**config.mk**
```make
export PLATFORM = sky130hd
export DESIGN_NAME = unidad_control
export DESIGN_NICKNAME = d
export VERILOG_FILES = /design/src/rtl/uc_pkg.sv /design/src/rtl/uc_cond.sv /design/src/rtl/unidad_control.sv
export SDC_FILE = /design/constraint.sdc
export NUM_CORES = 1
export LEC_CHECK = 0
export BUFFER_PORTS_ARGS = -buffer_cell sky130_fd_sc_hd__buf_2
export CORE_ASPECT_RATIO = 1.2
export CORE_UTILIZATION = 52
export CTS_BUF_LIST = sky130_fd_sc_hd__clkbuf_16
export DETAILED_ROUTE_END_ITERATION = 8
export GPL_ROUTABILITY_DRIVEN = 0
export PLACE_DENSITY_LB_ADDON = 0.3
export SYNTH_ARGS = -nofsm -noshare
export SYNTH_HDL_FRONTEND = slang
export SYNTH_SLANG_ARGS = --single-unit
```
**constraint.sdc**
```tcl
create_clock -name clk -period 4 [get_ports clk]
set_input_delay 0.8 -clock clk [delete_from_list [all_inputs] [get_ports clk]]
set_output_delay 0.8 -clock clk [all_outputs]
set_load 0.1 [all_outputs]
```
**src/rtl/uc_pkg.sv**
```systemverilog
// Shared definitions for the DAPA2014 control unit.
// States, opcode field codes and ALU pass-through selects.
package uc_pkg;

    typedef enum logic [3:0] {
        INIT,
        FETCH,
        DECODE,
        E1,
        E2,
        E3,
        E4,
        E5,
        HALT
    } state_t;

    localparam logic [1:0] CL_SYS  = 2'b00;
    localparam logic [1:0] CL_ALUR = 2'b01;
    localparam logic [1:0] CL_ALUI = 2'b10;
    localparam logic [1:0] CL_BR   = 2'b11;

    localparam logic [2:0] FN_NOP  = 3'b000;
    localparam logic [2:0] FN_LD   = 3'b001;
    localparam logic [2:0] FN_ST   = 3'b010;
    localparam logic [2:0] FN_PUSH = 3'b011;
    localparam logic [2:0] FN_POP  = 3'b100;
    localparam logic [2:0] FN_HALT = 3'b111;

    localparam logic [2:0] CC_Z   = 3'b000;
    localparam logic [2:0] CC_NZ  = 3'b001;
    localparam logic [2:0] CC_C   = 3'b010;
    localparam logic [2:0] CC_NC  = 3'b011;
    localparam logic [2:0] CC_N   = 3'b100;
    localparam logic [2:0] CC_V   = 3'b101;
    localparam logic [2:0] CC_AL  = 3'b110;
    localparam logic [2:0] CC_HLT = 3'b111;

    localparam logic [3:0] OP_PASSA = 4'hE;
    localparam logic [3:0] OP_PASSB = 4'hF;

endpackage

```
**src/rtl/uc_cond.sv**
```systemverilog
// Branch condition evaluator.
// Compares a condition code against the status flags.
module uc_cond
    import uc_pkg::*;
(
    input  logic [2:0] cc,
    input  logic       v,
    input  logic       n,
    input  logic       z,
    input  logic       c,
    output logic       take
);

    // Select the flag test named by the condition code
    always_comb begin
        take = 1'b0;
        case (cc)
            CC_Z:    take = z;
            CC_NZ:   take = ~z;
            CC_C:    take = c;
            CC_NC:   take = ~c;
            CC_N:    take = n;
            CC_V:    take = v;
            CC_AL:   take = 1'b1;
            default: take = 1'b0;
        endcase
    end

endmodule

```
**src/rtl/unidad_control.sv**
```systemverilog
// Multi-cycle Moore control unit for the DAPA2014 processor.
// Build option: define UC_STACK_EN to enable PUSH/POP.
module unidad_control
    import uc_pkg::*;
(
    input  logic       clk,
    input  logic       reset,
    input  logic [7:0] ir15_8,
    input  logic       v,
    input  logic       n,
    input  logic       z,
    input  logic       c,
    output logic       wreg,
    output logic       ws,
    output logic       inm,
    output logic       wac,
    output logic       rac,
    output logic       isp,
    output logic       dsp,
    output logic       csp,
    output logic       rsp,
    output logic       ipc,
    output logic       wpc,
    output logic       rpc,
    output logic       wir,
    output logic       i_o_,
    output logic       wmdr,
    output logic       wmar,
    output logic       wmem,
    output logic       rmem,
    output logic       cpc,
    output logic [3:0] op,
    output logic       halted
);

    state_t     state;
    state_t     nstate;
    logic [1:0] cls_q;
    logic [2:0] fn_q;
    logic       take;
    logic [1:0] cls_d;
    logic [2:0] fn_d;
    logic       unused_reg;

    assign cls_d      = ir15_8[7:6];
    assign fn_d       = ir15_8[5:3];
    assign unused_reg = ^ir15_8[2:0];

    uc_cond u_cond (
        .cc   (fn_d),
        .v    (v),
        .n    (n),
        .z    (z),
        .c    (c),
        .take (take)
    );

    // State register
    always_ff @(posedge clk or posedge reset) begin
        if (reset) state <= INIT;
        else       state <= nstate;
    end

    // Capture the opcode fields once, in DECODE
    always_ff @(posedge clk or posedge reset) begin
        if (reset) begin
            cls_q <= CL_SYS;
            fn_q  <= FN_NOP;
        end else if (state == DECODE) begin
            cls_q <= cls_d;
            fn_q  <= fn_d;
        end
    end

    // Next-state sequencing
    always_comb begin
        nstate = state;
        case (state)
            INIT:   nstate = FETCH;
            FETCH:  nstate = DECODE;
            DECODE: begin
                nstate = FETCH;
                case (cls_d)
                    CL_SYS: begin
                        case (fn_d)
                            FN_LD,
                            FN_ST:   nstate = E1;
`ifdef UC_STACK_EN
                            FN_PUSH,
                            FN_POP:  nstate = E1;
`endif
                            FN_HALT: nstate = HALT;
                            default: nstate = FETCH;
                        endcase
                    end
                    CL_BR: begin
                        if (fn_d == CC_HLT) nstate = HALT;
                        else if (take)      nstate = E1;
                    end
                    default: nstate = E1;
                endcase
            end
            E1: nstate = E2;
            E2: begin
                if (cls_q == CL_SYS) nstate = E3;
                else                 nstate = FETCH;
            end
            E3: nstate = E4;
            E4: begin
                if (fn_q == FN_ST) nstate = E5;
                else               nstate = FETCH;
            end
            E5:      nstate = FETCH;
            HALT:    nstate = HALT;
            default: nstate = INIT;
        endcase
    end

    // Strobe decode from state and latched opcode; reset forces all low
    always_comb begin
        wreg   = 1'b0;
        ws     = 1'b0;
        inm    = 1'b0;
        wac    = 1'b0;
        rac    = 1'b0;
        isp    = 1'b0;
        dsp    = 1'b0;
        csp    = 1'b0;
        rsp    = 1'b0;
        ipc    = 1'b0;
        wpc    = 1'b0;
        rpc    = 1'b0;
        wir    = 1'b0;
        i_o_   = 1'b0;
        wmdr   = 1'b0;
        wmar   = 1'b0;
        wmem   = 1'b0;
        rmem   = 1'b0;
        cpc    = 1'b0;
        op     = 4'h0;
        halted = 1'b0;
        if (!reset) begin
            case (state)
                INIT: begin
                    cpc = 1'b1;
                    csp = 1'b1;
                end
                FETCH:  wir = 1'b1;
                DECODE: ipc = 1'b1;
                E1: begin
                    case (cls_q)
                        CL_ALUR, CL_ALUI: begin
                            op  = {1'b0, fn_q};
                            inm = (cls_q == CL_ALUI);
                            ws  = 1'b1;
                            wac = 1'b1;
                        end
                        CL_BR: begin
                            op  = OP_PASSB;
                            inm = 1'b1;
                            wac = 1'b1;
                        end
                        default: begin
                            case (fn_q)
                                FN_LD, FN_ST: begin
                                    op  = OP_PASSB;
                                    inm = 1'b1;
                                    wac = 1'b1;
                                end
`ifdef UC_STACK_EN
                                FN_PUSH: begin
                                    rsp  = 1'b1;
                                    wmar = 1'b1;
                                end
                                FN_POP: isp = 1'b1;
`endif
                                default: ;
                            endcase
                        end
                    endcase
                end
                E2: begin
                    case (cls_q)
                        CL_ALUR, CL_ALUI: begin
                            rac  = 1'b1;
                            wreg = 1'b1;
                        end
                        CL_BR: begin
                            rac = 1'b1;
                            wpc = 1'b1;
                        end
                        default: begin
                            case (fn_q)
                                FN_LD, FN_ST: begin
                                    rac  = 1'b1;
                                    wmar = 1'b1;
                                end
`ifdef UC_STACK_EN
                                FN_PUSH: begin
                                    op  = OP_PASSA;
                                    wac = 1'b1;
                                end
                                FN_POP: begin
                                    rsp  = 1'b1;
                                    wmar = 1'b1;
                                end
`endif
                                default: ;
                            endcase
                        end
                    endcase
                end
                E3: begin
                    case (fn_q)
                        FN_ST: begin
                            op  = OP_PASSA;
                            wac = 1'b1;
                        end
`ifdef UC_STACK_EN
                        FN_PUSH: begin
                            rac  = 1'b1;
                            wmdr = 1'b1;
                        end
`endif
                        default: begin
                            rmem = 1'b1;
                            i_o_ = 1'b1;
                            wmdr = 1'b1;
                        end
                    endcase
                end
                E4: begin
                    case (fn_q)
                        FN_ST: begin
                            rac  = 1'b1;
                            wmdr = 1'b1;
                        end
`ifdef UC_STACK_EN
                        FN_PUSH: begin
                            wmem = 1'b1;
                            dsp  = 1'b1;
                        end
`endif
                        default: begin
                            i_o_ = 1'b1;
                            wreg = 1'b1;
                        end
                    endcase
                end
                E5:      wmem   = 1'b1;
                HALT:    halted = 1'b1;
                default: ;
            endcase
        end
    end

endmodule

```
==> results of run 1 <==
==> through the flow <==
stage / util / instances / hold slack [ps] / setup TNS (ps)
after floorplan: - / 122 / 522.3 / -816.7
after global placement: 0.6478 / 159 / 584.1 / 0
final: 0.6941 / 163 / 564.6 / 0
after detailed placement: 0.6478 / 159 / 624.6 / 0
after CTS: 0.6941 / 163 / 567.3 / 0
after global routing: 0.6941 / 163 / 600.5 / 0
==> power breakdown <==
group	leakage, nW	internal, mW	switching [mW]	total, mW
clock	0.0423	0.130	0.0414	0.172
combinational	0.436	0.180	0.478	0.658
sequential	0.110	0.132	0.0933	0.226
==> cells by family after synthesis <==
kind of cell               count (synthesis)  share of synthesized area
AOI/OAI and AO/OA                         26                     0.1921
xor gates and xnor gates                   2                    0.01793
adders and majority gates                  6                    0.07682
buffers and inverters                     21                     0.1255
DFF                                        9                     0.2305
muxes                                      5                    0.05506
other                                      1                   0.003838
and+or+nand+nor                           49                     0.2983
==> per-layer routing <==
metal,vias up,GRT usage,share of wire
met5,-,0,0
met4,0,0.1720,0.027
met3,6,0.02564,0.044
met2,33,0.4141,0.52
met1,418,0.2639,0.41
li1,456,-,-
==> state kept, by name, summed over array words and instances (netlist names) <==
| register | count |
|---|---|
| state | 4 |
| fn_q | 3 |
| cls_q | 2 |
==> final cells by class <==
cell class                      instances  area, sq um
Multi-Input combinational cell         92        666.9
Fill cell                             155        520.5
Sequential cell                         9        225.2
Timing Repair Buffer                   30        150.1
Clock buffer                            3        75.07
Inverter                               10        37.54
Tap cell                               18        22.52
Clock inverter                          1        3.754
==> cells in the final DEF (no fill, tap or decap), types with 3 or more instances in the layout <==
cell type / netlist / final
inv_1: 10 / 11
nor2_1: 11 / 11
mux2_2: 3 / 3
a21oi_1: 6 / 6
nand2_1: 8 / 8
ha_1: 6 / 6
clkbuf_16: 0 / 3
a211oi_1: 6 / 5
dfrtp_1: 9 / 9
nor3_2: 3 / 6
nand2b_1: 4 / 4
buf_2: 2 / 30
o21ai_0: 5 / 5
conb_1: 1 / 4
==> critical path, stage by stage <==
cell       delay [ps]
buf_2             130
or3b_1            540
a2111oi_4         370
buf_2             470
==> final timing paths <==
kind	start	endpoint
min in group clk	fn_q[1]$_DFFE_PP0P_	fn_q[1]$_DFFE_PP0P_
hold / removal	reset	fn_q[1]$_DFFE_PP0P_
setup reg to reg	state[1]$_DFF_PP0_	fn_q[1]$_DFFE_PP0P_
setup / recovery	reset	wreg
hold reg to reg	fn_q[1]$_DFFE_PP0P_	fn_q[1]$_DFFE_PP0P_
max in group asynchronous	reset	cls_q[0]$_DFFE_PP0P_
==> impl_metrics.yaml, run 1 <==
power_and_ir_drop:
  p_leak_nw: 0.5886
  p_per_area_mw_per_mm2: 893.5
  power_mw: 1.055
  vdd_drop_max_mv: 0.6197
layout:
  final_area_sq_mm: 0.001181
  area_delta_synth_final_pct: 20.87
  fin_nets: 166
  n_antenna_cell: 0
  drive_gt1_frac: 0.3379
global_route:
  grt_pass1_wl_um: 3795
  antenna_found_initial: 0
  gr-total-overflow: 0
  track_usage: 0.2382
  grt_pass1_vias: 862
  grt_max_degree: 14
placement:
  post-place-ws_ps: 905.9
  dp_hpwl_um: 1668
  placed_area_sq_mm: 0.001102
  port_buffers: 30
cts:
  clock_latency_ps: 230
  cts_made_buffers: 3
  numClockSinks: 9
  path_clk_slew_ps: 40
  cts_tree: "built"
  hold_buffers: 0
  cts_resized: 0
  post_cts_buffers: 0
  root_buffer: "clkbuf_16"
  clockBufferDepth: 2
  htreeDepth: 1
critical_path:
  crit_type: "in2out"
  r2r_setup_slack_ps: 2110
  r2r_cells: 3
  required_ps: 3200
  crit_path_end_kind: "primary output"
  cp.arrival_ps: 2310
  cp-start-kind: "input pin"
  worstPathMaxFanout: 8
drt:
  dr.pass1.iters: 4
  drtAntennaViolNets: 0
  vias: 913
  dr.first_iter.drc_count: 20
  drt-vias-per-instance: 5.601
  drc: 0
  routedWlPerCell_um: 12.95
  routed_wl_um: 2111
timing:
  fmax_mhz: 321.6
  maxSlewHeadroom: 0.6488
  tightest_slew_ps: 523.9
  finalCriticalPeriod_ps: 3109
  slew_violations: 0
  hold_viol: 0
  setup_viol_count_final: 0
  period_share: 0.7773
  rsz0062_at_grt: "false"
  final.setup_skew_ps: 0.8775
  timing.final.ws_setup_ps: 890.9
die:
  die_height_um: 49.49
  start_util: 0.5743
  core_area_sq_mm: 0.001702
  rows: 16
  dieArea_sq_mm: 0.002057
  die_width_um: 41.57
  io_pins: 38
logic_synthesis:
  synth-main-ff-cell: "dfrtp_1"
  yosysTopAreaCell: "dfrtp_1"
  yosysSeqAreaShare: 0.2305
  synth_common_cells: "11 x nor2_1, 10 x inv_1, 9 x dfrtp_1, 8 x nand2_1"
  synth_area_leaders: "dfrtp_1 23%, ha_1 7.7%, a211oi_1 4.6%, nor2_1 4.2%, buf_4 3.8%"
  synthArstFlopShare: 1.000
  synth_top_area_frac: 0.2305
  synth_area_sq_um: 977.2
  synth_edf_count: 0
  synth_seq_cells: 9
  yosys_warnings: 0
  netlist_instances: 119
  synth_cell_types: 42
  yosys.cell_count.top_type: "nor2_1"
  syn_area_per_cell_sq_um: 8.212
run:
  max_cap_violations: 0
run_status:
  outcome: "completed"
worst_hold_path:
  hold_path.class: "in2async"
(Power assumes the default switching activity.)
==> run 2, diff against run 1 <==
Settings changed: ABC_AREA set to 1, CORE_UTILIZATION 52 to 47.
Clock period 4 ns to 2.9 ns, I/O delays scaled along.
==> run 2 against run 1 <==
Sequential power grew 10%. Clock skew grew 0.82 ps. Critical endpoint is now op[1]. Total power grew 24%. Synthesized cell count grew 18%. Register-to-register slack lost 400 ps. Final cell count grew 17%. Flip-flop and latch count is the same.
==> impl_metrics.yaml, run 2 <==
drt:
  vias: 947
  routedWlPerCell_um: 10.03
  dr.pass1.iters: 5
  drc: 0
  drt-vias-per-instance: 4.984
  drtAntennaViolNets: 0
  dr.first_iter.drc_count: 9
  routed_wl_um: 1905
cts:
  clock_latency_ps: 240
  numClockSinks: 9
  hold_buffers: 0
  root_buffer: "clkbuf_16"
  clockBufferDepth: 2
  htreeDepth: 1
  cts_made_buffers: 3
  post_cts_buffers: 0
  path_clk_slew_ps: 40
  cts_resized: 0
  cts_tree: "built"
critical_path:
  worstPathCellList: "nor2_4 > nand3_2 > nor2_2 > nand3b_1 > nand3_2 > buf_2"
  cp-start-kind: "flip-flop"
  crit_family: "simple AND/OR/NAND/NOR gates"
  crit_type: "reg2out"
  worstPathMaxFanout: 5
  critical_path_buf_inv_count: 1
  path_common_cell: "nand3_2"
  cp.arrival_ps: 1880
  slowest_delay_ps: 450
  required_ps: 2320
  slowest_stage: "dfrtp_1"
  crit_path_end_kind: "primary output"
logic_synthesis:
  synth_edf_count: 0
  synth_area_leaders: "dfrtp_1 25%, nand2_1 14%, ha_1 8.3%, inv_1 7.9%, nor2_1 7.0%"
  synth_area_sq_um: 907.1
  synth_top_area_frac: 0.2483
  syn_area_per_cell_sq_um: 6.479
  synth_seq_cells: 9
  synthArstFlopShare: 1.000
  synth_common_cells: "34 x nand2_1, 19 x inv_1, 17 x nor2_1, 11 x nand3_1, 9 x dfrtp_1"
  synth-main-ff-cell: "dfrtp_1"
  yosysSeqAreaShare: 0.2483
  synth_cell_types: 26
  yosysTopAreaCell: "dfrtp_1"
  yosys.cell_count.top_type: "nand2_1"
  yosys_warnings: 0
  netlist_instances: 140
power_and_ir_drop:
  p_leak_nw: 0.6786
  p_sw_uw: 771.5
  p_per_area_mw_per_mm2: 1126
  power.internal_uw: 541.5
  power_mw: 1.313
  clkPwrFrac: 0.181
  p_sw_frac: 0.5876
  p_seq_frac: 0.190
  vdd_drop_max_mv: 0.5536
  combPwrFrac: 0.629
layout:
  area_delta_synth_final_pct: 28.55
  final_area_sq_mm: 0.001166
  largestRegisters: "state x4, fn_q x3, cls_q x2"
  drive_gt1_frac: 0.3216
  n_antenna_cell: 0
  mostFrequentLayoutCells: "34 x nand2_1, 30 x buf_2, 20 x inv_1"
  final_common_cell: "nand2_1"
  max_flop_register: "state"
  largest_reg_flops: 4
  fin_util: 0.6375
  fin_nets: 192
die:
  start_util: 0.4959
  dieArea_sq_mm: 0.002111
  die_width_um: 42.11
  io_pins: 38
  rows: 17
  die_height_um: 50.13
  core_area_sq_mm: 0.001829
timing:
  hold_ws_ps: 485.9
  period_share: 0.8482
  setup_viol_count_final: 0
  slew_violations: 0
  hold_viol: 0
  finalCriticalPeriod_ps: 2460
  rsz0062_at_grt: "false"
  final.setup_skew_ps: 1.699
  fmax_mhz: 406.6
worst_hold_path:
  hold_path.class: "in2async"
placement:
  placed_area_sq_mm: 0.001087
  dp_hpwl_um: 1588
  port_buffers: 30
global_route:
  grt_max_degree: 14
  gr-total-overflow: 0
  grtUsageMet2: 0.3698
  grt_pass1_wl_um: 3346
  antenna_found_initial: 0
  grt-busiest-layer: "met2"
  track_usage: 0.2076
  grt_pass1_vias: 856
  grt_util_met3: 0.03297
  grt_use_met1: 0.2271
run_status:
  outcome: "completed"
run:
  max_cap_violations: 0
## run 2: cell types whose count changed after synthesis, sizes merged, moves of 6 or more
| cell | previous run | this run |
|---|---|---|
| nand3 | 1 | 12 |
| nand2 | 8 | 35 |
| inv | 10 | 23 |
| a211oi | 6 | 0 |
| nor2 | 11 | 23 |
## run 2: final timing paths
path                                 startpoint              endpoint  slack [ps]  cells after the start
max                          state[3]$_DFF_PP0_                 op[1]         440                      6
max reg2reg                  state[3]$_DFF_PP0_    state[3]$_DFF_PP0_        1710                      3
min in group clk           cls_q[0]$_DFFE_PP0P_  cls_q[0]$_DFFE_PP0P_         520                      2
min reg2reg                cls_q[0]$_DFFE_PP0P_  cls_q[0]$_DFFE_PP0P_         520                      2
min                                       reset   fn_q[1]$_DFFE_PP0P_         490                      3
max in group asynchronous                 reset    state[0]$_DFF_PP0_        2280                      3
## run 2: metrics by stage
stage                     std cells  setup slack [ps]  TNS, ps
after floorplan                 143            -186.0   -534.1
after global placement          186             592.1        0
after detailed placement        186             562.5        0
after global routing            190             347.9        0
after CTS                       190             440.8        0
final                           190             440.3        0
## run 2: area by class of cell
class                   instances  area (sq um)
fillers                       172         663.1
well taps                      19         23.77
clock buffers                   3         75.07
multi-input cells             104         594.3
repair buffers                 31         157.7
clock inverters                 1         3.754
flip-flops and latches          9         225.2
inverters                      23         86.33
## run 2: logic make-up (layout without fill, tap and decap cells)
family,after synthesis,count (layout),synth area share
fa+ha+maj,6,6,0.08276
simple gates,79,79,0.4124
other cells,1,4,0.004134
flops,9,9,0.2483
compound gates,15,15,0.09794
buf+inv,30,58,0.1545
## run 2: per-layer routing
layer  part of all wire  wire, um
met1               0.43       817
met2               0.50       950
met3              0.047        89
met4              0.025        47
met5                  0         0
## run 2: worst register-to-register path, cell delays in order (launching register included)
cell and delay, ps:
dfrtp_1 450, nor2_4 190, nand2_2 190, o31ai_1 270
## run 2: power by group through the flow
stage,registers (mW),logic [mW],clock network (mW)
4_1_cts,0.249,0.827,0.243
2_1_floorplan,0.240,0.735,0
3_5_place_dp,0.251,0.825,0
6_report,0.249,0.826,0.238
5_1_grt,0.256,0.898,0.251
3_3_place_gp,0.248,0.813,0
==> run 3, diff against run 2 <==
Settings changed: ABC_AREA 1 to 0, CORE_UTILIZATION 47 to 43.
Clock period 2.9 ns to 2.21 ns, I/O delays scaled along.
==> run 3 against run 2 <==
The run now ends with negative setup slack left. Final cell count decreased by 1.6%. Flip-flop and latch count unchanged. Sequential power increased by 52%. Sequential share of layout area decreased by 6.2 points. Die area increased by 17%. Clock skew about the same. Combinational power increased by 130%. Register-to-register slack got worse by 1400 ps. Core utilization increased by 19 points. Largest cell class unchanged.
==> impl_metrics.yaml, run 3 (synthesis gave the netlist of run 1 again) <==
run_status:
  outcome: "finished, violations left"
  violations: "negative setup slack"
layout:
  max_flop_register: "state"
  fin_util: 0.8286
  final_common_cell: "buf_12"
  largestRegisters: "state x4, fn_q x3, cls_q x2"
  fin_nets: 178
  mostFrequentLayoutCells: "19 x buf_12, 12 x buf_4, 11 x buf_2"
  area_delta_synth_final_pct: 77.59
  final_area_sq_mm: 0.001735
  largest_reg_flops: 4
  drive_gt1_frac: 0.5414
  layout.cells.non_filler: 187
  n_antenna_cell: 0
cts:
  clockBufferDepth: 2
  cts_made_buffers: 3
  root_buffer: "clkbuf_16"
  path_clk_slew_ps: 40
  cts_tree: "built"
  htreeDepth: 1
  clock_latency_ps: 240
  numClockSinks: 9
power_and_ir_drop:
  vdd_drop_max_mv: 1.220
  p_per_area_mw_per_mm2: 1509
  power_mw: 2.619
  p_leak_nw: 0.7161
critical_path:
  slowest_stage: "dfrtp_2"
  required_ps: 1770
  crit_type: "reg2out"
  cp-start-kind: "flip-flop"
  crit_path_end_kind: "primary output"
  r2r_start: "state[0]$_DFF_PP0_"
  worstPathCellList: "xnor2_1 > o21ai_0 > a21oi_1 > nor3_4 > buf_12"
  cp.arrival_ps: 1780
  cp-startpoint: "fn_q[0]$_DFFE_PP0P_"
  worstPathMaxFanout: 5
  slowest_delay_ps: 440
drt:
  wl_met1_um: 1014
  wl_met3_um: 93
  routed_wl_um: 2786
  drtAntennaViolNets: 0
  dr.first_iter.drc_count: 22
  drt-vias-per-instance: 5.588
  drc: 0
  routedWlPerCell_um: 14.90
  top_layer: "met4"
  dr.pass1.iters: 4
  routed-wl-met2_um: 1578
  vias: 1045
timing:
  hold_ws_ps: 328.4
  rsz0062_at_grt: "true"
  finalCriticalPeriod_ps: 2218
  period_share: 1.004
  timing.final.ws_setup_ps: -8.207
  fmax_mhz: 450.8
  setup_viol_count_final: 1
  maxSlewHeadroom: 0.6402
  final.setup_skew_ps: 1.463
  hold_viol: 0
  tightest_slew_ps: 536.8
  slew_violations: 0
  fin_tns_setup_ps: -8.207
die:
  rows: 18
  start_util: 0.4665
  dieArea_sq_mm: 0.002468
  io_pins: 38
  core_area_sq_mm: 0.002095
  die_height_um: 54.22
  die_width_um: 45.52
placement:
  port_buffers: 30
  placedCellCount: 180
  placed_area_sq_mm: 0.001569
  post-place-ws_ps: 9.059
  dp_hpwl_um: 2097
global_route:
  gr-total-overflow: 0
  grt_pass1_vias: 989
  grt_pass1_wl_um: 4181
  antenna_found_initial: 0
  track_usage: 0.2332
  grt_max_degree: 11
run:
  max_cap_violations: 0
worst_hold_path:
  hold_path.class: "in2async"
run 3: changes by cell type in the layout (fill, tap and decap cells not counted), sizes merged, moves of 4 or more:
cell / before / now
a211oi: 0 / 6
buf: 31 / 42
inv: 24 / 10
nand2: 35 / 8
nand2b: 0 / 4
nand3: 12 / 1
nor2: 23 / 11
nor3: 4 / 8
run 3: cell type report:
class | instances | area [sq um]
clock buffer | 3 | 75.07
inverter | 10 | 41.29
sequential | 9 | 227.7
fill | 111 | 359.1
tap | 30 | 37.54
multi-input combinational | 92 | 824.5
timing repair buffer | 42 | 525.5
clock inverter | 1 | 3.754
run 3: path summary, 6_finish.rpt:
check | endpoint | slack (ps) | cells after the start
min | fn_q[1]$_DFFE_PP0P_ | 330 | 3
max | rac | -8 | 5
max reg2reg | fn_q[0]$_DFFE_PP0P_ | 350 | 3
min reg2reg | fn_q[1]$_DFFE_PP0P_ | 640 | 1
min in group clk | cls_q[1]$_DFFE_PP0P_ | 450 | 3
max in group asynchronous | fn_q[0]$_DFFE_PP0P_ | 1610 | 3
run 3: timing repair:
action | 4_1_cts | 5_1_grt
setup endpoints to repair | 6 | 6
pin swaps | 2 | 1
hold buffers | 0 | 0
buffers inserted | 0 | 3
resized for setup | 7 | 7
run 3: routing by layer:
metal,vias to the layer above,track usage
met4,0,0.1263
met1,505,0.2376
li1,482,-
met5,-,0
met2,47,0.4571
met3,11,0.01650
run 3: critical path, delay by kind of cell, from the launching register on:
kind                      cells  cell delay (ps)
AOI/OAI and AO/OA             2              480
xor gates and xnor gates      1              200
buffers and inverters         1              200
DFF                           1              440
and+or+nand+nor               1              220
run 3: report_power, final:
group          leakage [nW]  internal (mW)  switching (mW)  total, mW
Combinational         0.566          0.724            1.20       1.92
Sequential            0.108          0.244           0.134      0.378
Clock                0.0423          0.236          0.0803      0.317
Total                 0.716           1.20            1.41       2.62
